==> src/rtl/wb_arbiter.sv <==
// Writeback arbiter: two small result FIFOs (RS, LSB) share one registered ROB submit port
// through a round-robin grant. A mispredict flush drops every queued and in-flight result.
module wb_arbiter #(
  parameter int unsigned QUEUE_DEPTH = 2,
  parameter int unsigned TAG_W       = 4,
  parameter int unsigned DATA_W      = 32
) (
  input  logic              clk_in,
  input  logic              rst_in,
  input  logic              rdy_in,
  input  logic              predict_fail,
  input  logic              in_valid_rs,
  input  logic [TAG_W-1:0]  in_tag_rs,
  input  logic [DATA_W-1:0] in_val_rs,
  output logic              in_ready_rs,
  input  logic              in_valid_lsb,
  input  logic [TAG_W-1:0]  in_tag_lsb,
  input  logic [DATA_W-1:0] in_val_lsb,
  output logic              in_ready_lsb,
  output logic              out_valid,
  output logic [TAG_W-1:0]  out_tag,
  output logic [DATA_W-1:0] out_val
);

  localparam int unsigned PtrW = $clog2(QUEUE_DEPTH);
  localparam int unsigned CntW = $clog2(QUEUE_DEPTH + 1);
  localparam int unsigned EntW = TAG_W + DATA_W;
  localparam logic [CntW-1:0] CntFull = CntW'(QUEUE_DEPTH);

  // Source index 0 is RS, 1 is LSB.
  logic [1:0]             src_valid;
  logic [1:0][TAG_W-1:0]  src_tag;
  logic [1:0][DATA_W-1:0] src_val;
  logic [1:0]             ready;
  logic [1:0]             push;
  logic [1:0]             pop;
  logic [1:0]             nonempty;
  logic                   accept_en;

  logic [EntW-1:0]        mem_q [2][QUEUE_DEPTH];
  logic [1:0][PtrW-1:0]   rd_ptr_q, rd_ptr_d;
  logic [1:0][PtrW-1:0]   wr_ptr_q, wr_ptr_d;
  logic [1:0][CntW-1:0]   count_q, count_d;
  logic                   rr_pri_q, rr_pri_d;
  logic                   out_valid_q, out_valid_d;
  logic [TAG_W-1:0]       out_tag_q, out_tag_d;
  logic [DATA_W-1:0]      out_val_q, out_val_d;

  logic                   gnt_vld;
  logic                   gnt_src;
  logic [EntW-1:0]        head;

  assign src_valid = {in_valid_lsb, in_valid_rs};
  assign src_tag   = {in_tag_lsb, in_tag_rs};
  assign src_val   = {in_val_lsb, in_val_rs};
  assign accept_en = !rst_in && rdy_in && !predict_fail;

  always_comb begin
    ready    = '0;
    push     = '0;
    nonempty = '0;
    for (int s = 0; s < 2; s++) begin
      ready[s]    = accept_en && (count_q[s] != CntFull);
      // Tag 0 completes the handshake but is never queued.
      push[s]     = src_valid[s] && ready[s] && (src_tag[s] != '0);
      nonempty[s] = (count_q[s] != '0);
    end
  end

  assign in_ready_rs  = ready[0];
  assign in_ready_lsb = ready[1];

  always_comb begin
    gnt_vld  = |nonempty;
    gnt_src  = (&nonempty) ? rr_pri_q : nonempty[1];
    head     = mem_q[gnt_src][rd_ptr_q[gnt_src]];
    pop      = '0;
    rr_pri_d = rr_pri_q;
    if (gnt_vld) begin
      pop[gnt_src] = 1'b1;
      rr_pri_d     = ~gnt_src;
    end
    out_valid_d = gnt_vld;
    out_tag_d   = '0;
    out_val_d   = '0;
    if (gnt_vld) begin
      {out_tag_d, out_val_d} = head;
    end
    rd_ptr_d = rd_ptr_q;
    wr_ptr_d = wr_ptr_q;
    count_d  = count_q;
    for (int s = 0; s < 2; s++) begin
      rd_ptr_d[s] = rd_ptr_q[s] + PtrW'(pop[s]);
      wr_ptr_d[s] = wr_ptr_q[s] + PtrW'(push[s]);
      count_d[s]  = count_q[s] + CntW'(push[s]) - CntW'(pop[s]);
    end
  end

  always_ff @(posedge clk_in) begin
    if (rst_in || (rdy_in && predict_fail)) begin
      rd_ptr_q    <= '0;
      wr_ptr_q    <= '0;
      count_q     <= '0;
      rr_pri_q    <= 1'b0;
      out_valid_q <= 1'b0;
      out_tag_q   <= '0;
      out_val_q   <= '0;
    end else if (rdy_in) begin
      rd_ptr_q    <= rd_ptr_d;
      wr_ptr_q    <= wr_ptr_d;
      count_q     <= count_d;
      rr_pri_q    <= rr_pri_d;
      out_valid_q <= out_valid_d;
      out_tag_q   <= out_tag_d;
      out_val_q   <= out_val_d;
    end
  end

  // Payload storage needs no reset; validity lives in the counts.
  always_ff @(posedge clk_in) begin
    for (int s = 0; s < 2; s++) begin
      if (push[s]) begin
        mem_q[s][wr_ptr_q[s]] <= {src_tag[s], src_val[s]};
      end
    end
  end

  assign out_valid = out_valid_q;
  assign out_tag   = out_tag_q;
  assign out_val   = out_val_q;

endmodule

==> config.mk <==
export PLATFORM = sky130hd
export DESIGN_NAME = wb_arbiter
export DESIGN_NICKNAME = d
export VERILOG_FILES = /design/src/rtl/wb_arbiter.sv
export SDC_FILE = /design/constraint.sdc
export NUM_CORES = 1
export LEC_CHECK = 0
export CAP_MARGIN = 20
export CORE_MARGIN = 5
export CORE_UTILIZATION = 50
export CTS_CLUSTER_SIZE = 14
export DETAILED_ROUTE_END_ITERATION = 8
export DONT_BUFFER_PORTS = 1
export PLACE_DENSITY = 0.68
export RECOVER_POWER = 50
export SLEW_MARGIN = 40
export SYNTH_ARGS = -nofsm -noshare
export SYNTH_HDL_FRONTEND = slang
export SYNTH_SLANG_ARGS = --single-unit
==> constraint.sdc <==
create_clock -name clk_in -period 2.3 [get_ports clk_in]
set_input_delay 0.115 -clock clk_in [delete_from_list [all_inputs] [get_ports clk_in]]
set_output_delay 0.115 -clock clk_in [all_outputs]
set_load 0.05 [all_outputs]
Word-level counts from Yosys, hierarchy flattened. Memories as Yosys holds them, arrays and structs flattened. Cells that the tools add are included.

Flip-flop bits (word level): 46. Memory bits (writable): 144. Bits of input ports: 78. Logic and storage cells: 73. Memories: 1.

Memories: mem_q (words 2, width 72, read ports 1, clocked after memory_dff 0, wr ports 2, RTL line 40) `logic [EntW-1:0] mem_q [2][QUEUE_DEPTH];`.

$add $sub $neg: 8. Magnitude comparators: 7. Equality and inequality tests: 2. Mux-type cells: 19. Bitwise logic cells: 4. Reduce and logical (&&, ||, !) cells: 22.

Operator list (number): $mux W36 (5); $mux W72 (2); $demux W36 S1 (2); $mux W32 (1); $logic_and A1 B1 Y1 (12); $reduce_bool A4 Y1 (2); $ge A2 B2 Y1 const B (3); $mux W1 (6); $not A1 Y2 (3); $add A1 B1 Y1 (4); $add A2 B1 Y2 (2); $lt A2 B1 Y1 const B (2); $mux W4 (1); $ne A2 B2 Y1 const B (2); $reduce_and A2 Y1 (2); $reduce_bool A2 Y1 (2); $sub A2 B1 Y2 (2); $logic_not A1 Y1 (2); $lt A1 B2 Y1 const B (1); $mux W2 (1); $reduce_or A2 Y1 (1); $demux W1 S1 (1); $ge A1 B1 Y1 const B (1); $logic_or A1 B1 Y1 (1); $not A1 Y1 (1).

Longest topological paths before layout.
Depth in word-level cells: 10. Depth in mapped cells: 11. Depth with buffers taken out: 8.

Least setup slack after synthesis. Ideal clock, no wire load.

Path kind: register -> register. Start: register count_q[0] (netlist name). End: memory mem_q[0][36] (netlist name) (enable). Setup time: 397 ps. Arrival time: 1838 ps. Required time: 1903 ps. Path slack: 65 ps. Cell stages (with the launch flop): 4. Path buffers: 0. Cells stage by stage: dfxtp_1 > inv_1 > a211oi_1 > ha_1.

RTL lines: start, declared (RTL line 43) `logic [1:0][CntW-1:0] count_q, count_d;`; start signal, assigned (RTL line 111) `count_q <= count_d;`; end, declared (RTL line 40).

Worst setup path after layout.
Start: register count_q[3] (netlist name). End: register count_q[1] (netlist name).

Word-level cells in the longest chain between the ends: 9. Elaborated cells on any way between the ends: 11. Those cells by class: 1 x add/sub; 2 x order compare; 4 x mux; 4 x reduce/logical.

Ends and longest elaborated chain: $reduce_bool A2 Y1 * (RTL line 66) `nonempty[s] = (count_q[s] != '0);`; $reduce_and A2 Y1 (RTL line 75) `gnt_src = (&nonempty) ? rr_pri_q : nonempty[1];`; $mux W1 (RTL line 75); $lt A1 B2 Y1 (not written as such) / $ge A1 B1 Y1 (equally long branches) (RTL line 80) `pop[gnt_src] = 1'b1;`; $logic_and A1 B1 Y1 (not written as such) (RTL line 80); $mux W1 (not written as such) (RTL line 80); $demux W1 S1 (RTL line 80); $mux W2 * (RTL line 79) `if (gnt_vld) begin`; $sub A2 B1 Y2 * (RTL line 95) `count_d[s] = count_q[s] + CntW'(push[s]) - CntW'(pop[s]);`.

Every way passes the cells marked *; elsewhere a longest branch is shown, timed or not. A chain may end at the register's enable or synchronous reset.

==> results.sh <==
export IMPL_vias=4569
export IMPL_fill_cells=1107
export IMPL_syn_to_final_growth_pct=21.4
export IMPL_synth_cells=509
export IMPL_fmax_mhz=510
export IMPL_clkPwrFrac_pct=42.7
export IMPL_io_pins=117
export IMPL_synth_net_count=595
export IMPL_cts_tree="yes"
export IMPL_worst_setup_path_end_kind="flop"
export IMPL_crit_required_ps=2660
export IMPL_power_leakage_uw=0.00297
export IMPL_worst_pin_slew_ps=773
export IMPL_pre_cts_ws_ps=356
export IMPL_final_common_cell="edfxtp_1"
export IMPL_first_global_vias=4769
export IMPL_path_class="flop to flop"
export IMPL_cts_buffer_depth=2
export IMPL_initial_utilization_pct=51.1
export IMPL_hold_viol=0
export IMPL_hold_depth=2
export IMPL_cts_htree_levels=4
export IMPL_die_w_um=132
export IMPL_core_rowCount=44
export IMPL_n_antenna_cell=0
export IMPL_worstPathArrival_ps=2320
export IMPL_p_switching_uw=1460
export IMPL_setup_violations=0
export IMPL_syn_cell_area_um2=7420
export IMPL_status="finished, final reports clean"
export IMPL_hp_start="rst_in"
export IMPL_cap_violations=0
export IMPL_drt_wl_total_um=16300
export IMPL_drt_pass1_iter_count=4
export IMPL_io_buffers=0
export IMPL_p_per_area_nw_per_um2=806
export IMPL_path_clk_slew_ps=60
export IMPL_die_y_um=132
export IMPL_place_congestion=0.863
export IMPL_p_int_uw=5800
export IMPL_grtUsageTotal_pct=19.1
export IMPL_reg2reg_depth=8
export IMPL_rr_startpoint="count_q[3]"
export IMPL_peakVddDrop_uv=666
export IMPL_place_hpwl_um=9990
export IMPL_min_period_ps=1960
export IMPL_synth_area_per_cell_um2=14.6
export IMPL_skew_ps=10.4
export IMPL_wl_per_cell_um=20.9
export IMPL_clock_sinks=190
export IMPL_fin_ws_ps=341
export IMPL_antenna_found_initial=0
export IMPL_clk_insertion_delay_late_ps=430
export IMPL_numCtsBuffers=17
export IMPL_synth_cell_types=34
export IMPL_final_cell_mix="144 x edfxtp_1, 74 x dlygate4sd3_1, 67 x nor2b_1"
export IMPL_setup_tns_ps=0
export IMPL_postCtsSetupBuffers=0
export IMPL_worst_hold_path_type="primary input to flop"
export IMPL_drt_iter0_markers=292
export IMPL_holdWs_ps=93.6
export IMPL_rsz0062_at_grt="false"
export IMPL_hold_path_end="count_q[1]"
export IMPL_power_frac_seq_pct=52.1
export IMPL_rrSetupSlack_ps=340
export IMPL_drive_above_1_share_pct=10.8
export IMPL_pwr_share_comb_pct=5.2
export IMPL_nNetsFinal=666
export IMPL_ant_nets=0
export IMPL_drcViolationCount=0
export IMPL_grt_pass1_wl_um=25900
export IMPL_drv_slew=0
export IMPL_period_share_pct=85.2
export IMPL_r2r_end="count_q[1]"
export IMPL_total_power_uw=7260
export IMPL_start_kind="flop"
export IMPL_yosys_warnings=0
export IMPL_post_cts_resized=0
export IMPL_core_um2=14500
export IMPL_grt_ovfl_total=0
export IMPL_grt_max_degree=43
export IMPL_swShare_pct=20.2
export IMPL_design_die_area_um2=17400
export IMPL_ys_seq_elements=190
export IMPL_cts_root_buffer="clkbuf_16"
export IMPL_path_max_fanout=7
export IMPL_viasPerCell=5.88
export IMPL_yosysSeqAreaShare_pct=70.7
export IMPL_slew_headroom_pct=48.5
## routing by layer
| layer | vias to the layer above | track usage [%] | part of all wire (%) |
|---|---|---|---|
| met5 | - | 0 | 0 |
| met4 | 0 | 5.94 | 1.3 |
| met3 | 18 | 6.49 | 6.4 |
| met2 | 128 | 34.2 | 54 |
| met1 | 2284 | 21.5 | 39 |
| li1 | 2139 | - | - |
## kinds of logic after synthesis
kind of cell	count (synthesis)	share of synthesized area, %
mux	3	0.421
buf+inv	48	3.37
xor+xnor	2	0.236
simple gates	129	9.49
fa+ha+maj	8	1.35
flops	190	70.7
compound gates	129	14.5
## registers in the layout (all words and copies together) (netlist names)
| signal | cells |
|---|---|
| mem_q | 144 |
| out_val | 32 |
| count_q | 4 |
| out_tag | 4 |
| rd_ptr_q | 2 |
| wr_ptr_q | 2 |
| out_valid | 1 |
| rr_pri_q | 1 |
## worst max path at each step
stage,startpoint,to,slack [ps],cells after the start
floorplan,count_q[0],mem_q[0][36],70,3
global placement,count_q[2],mem_q[1][58],460,4
detailed placement,count_q[2],mem_q[1][57],360,4
CTS,count_q[3],count_q[1],340,8
global route,count_q[0],count_q[1],130,6
finish,count_q[3],count_q[1],340,8
## area by class of cell
class	count	area (um2)	area share, %
clock buffer	21	470	5.22
clock inverter	11	161	1.79
inverter	8	30.0	0.333
multi-input combinational	271	1960	21.7
sequential	190	5250	58.2
tap	184	230	2.56
timing repair buffer	92	913	10.1
## synthesized netlist by cell type
library cell,n,area (um2)
nor2b_1,67,419
dfxtp_1,46,921
buf_2,14,70.1
xnor2_1,2,17.5
buf_4,2,15.0
edfxtp_1,144,4320
o21ai_0,2,10.0
o31ai_1,35,263
or3_1,2,12.5
a21oi_1,7,35.0
clkbuf_1,18,67.6
or4_1,1,7.51
mux2i_1,2,20.0
a221oi_1,36,315
a21o_1,1,7.51
a2111oi_0,28,245
and2b_1,5,37.5
or2_1,1,6.26
nor2_1,13,48.8
o31ai_2,2,25.0
a211oi_1,6,45.0
nor3_1,1,5.00
a2111oi_2,2,30.0
inv_1,8,30.0
nand3_4,1,17.5
o21bai_2,1,11.3
or4_4,1,11.3
ha_1,8,100
nand2_1,37,139
o21ba_1,1,10.0
mux2_2,1,11.3
buf_6,6,67.6
o41ai_1,2,17.5
a2111oi_1,6,60.1
## critical path, cell delays in order, from the launching register on
cell and delay [ps]:
dfxtp_1 390, or2_2 330, a21oi_1 170, ha_1 260, inv_1 60, ha_1 150, xnor2_1 70, or3_1 320
a21oi_1 140
## power groups by stage
stage	sequential (uW)	combinational, uW	clock, uW
6_report	3780	374	3100
5_1_grt	3790	409	3320
4_1_cts	3780	373	3150
3_5_place_dp	3860	244	0
3_3_place_gp	3860	236	0
2_1_floorplan	3850	189	0
## stage by stage
stage,utilization (%),std cells,cell area (um2)
after detailed placement,52.4,670,7620
after CTS,61.9,776,8990
after global placement,52.4,670,7620
after floorplan,-,509,7420
after global routing,62.0,777,9010
final,62.0,777,9010
## repair_timing
item | in CTS | in global routing
hold buffers | 74 | 0
endpoints found under the hold margin | 168 | 0
endpoints found under the setup margin | 0 | 0
(Power assumes the default switching activity.)
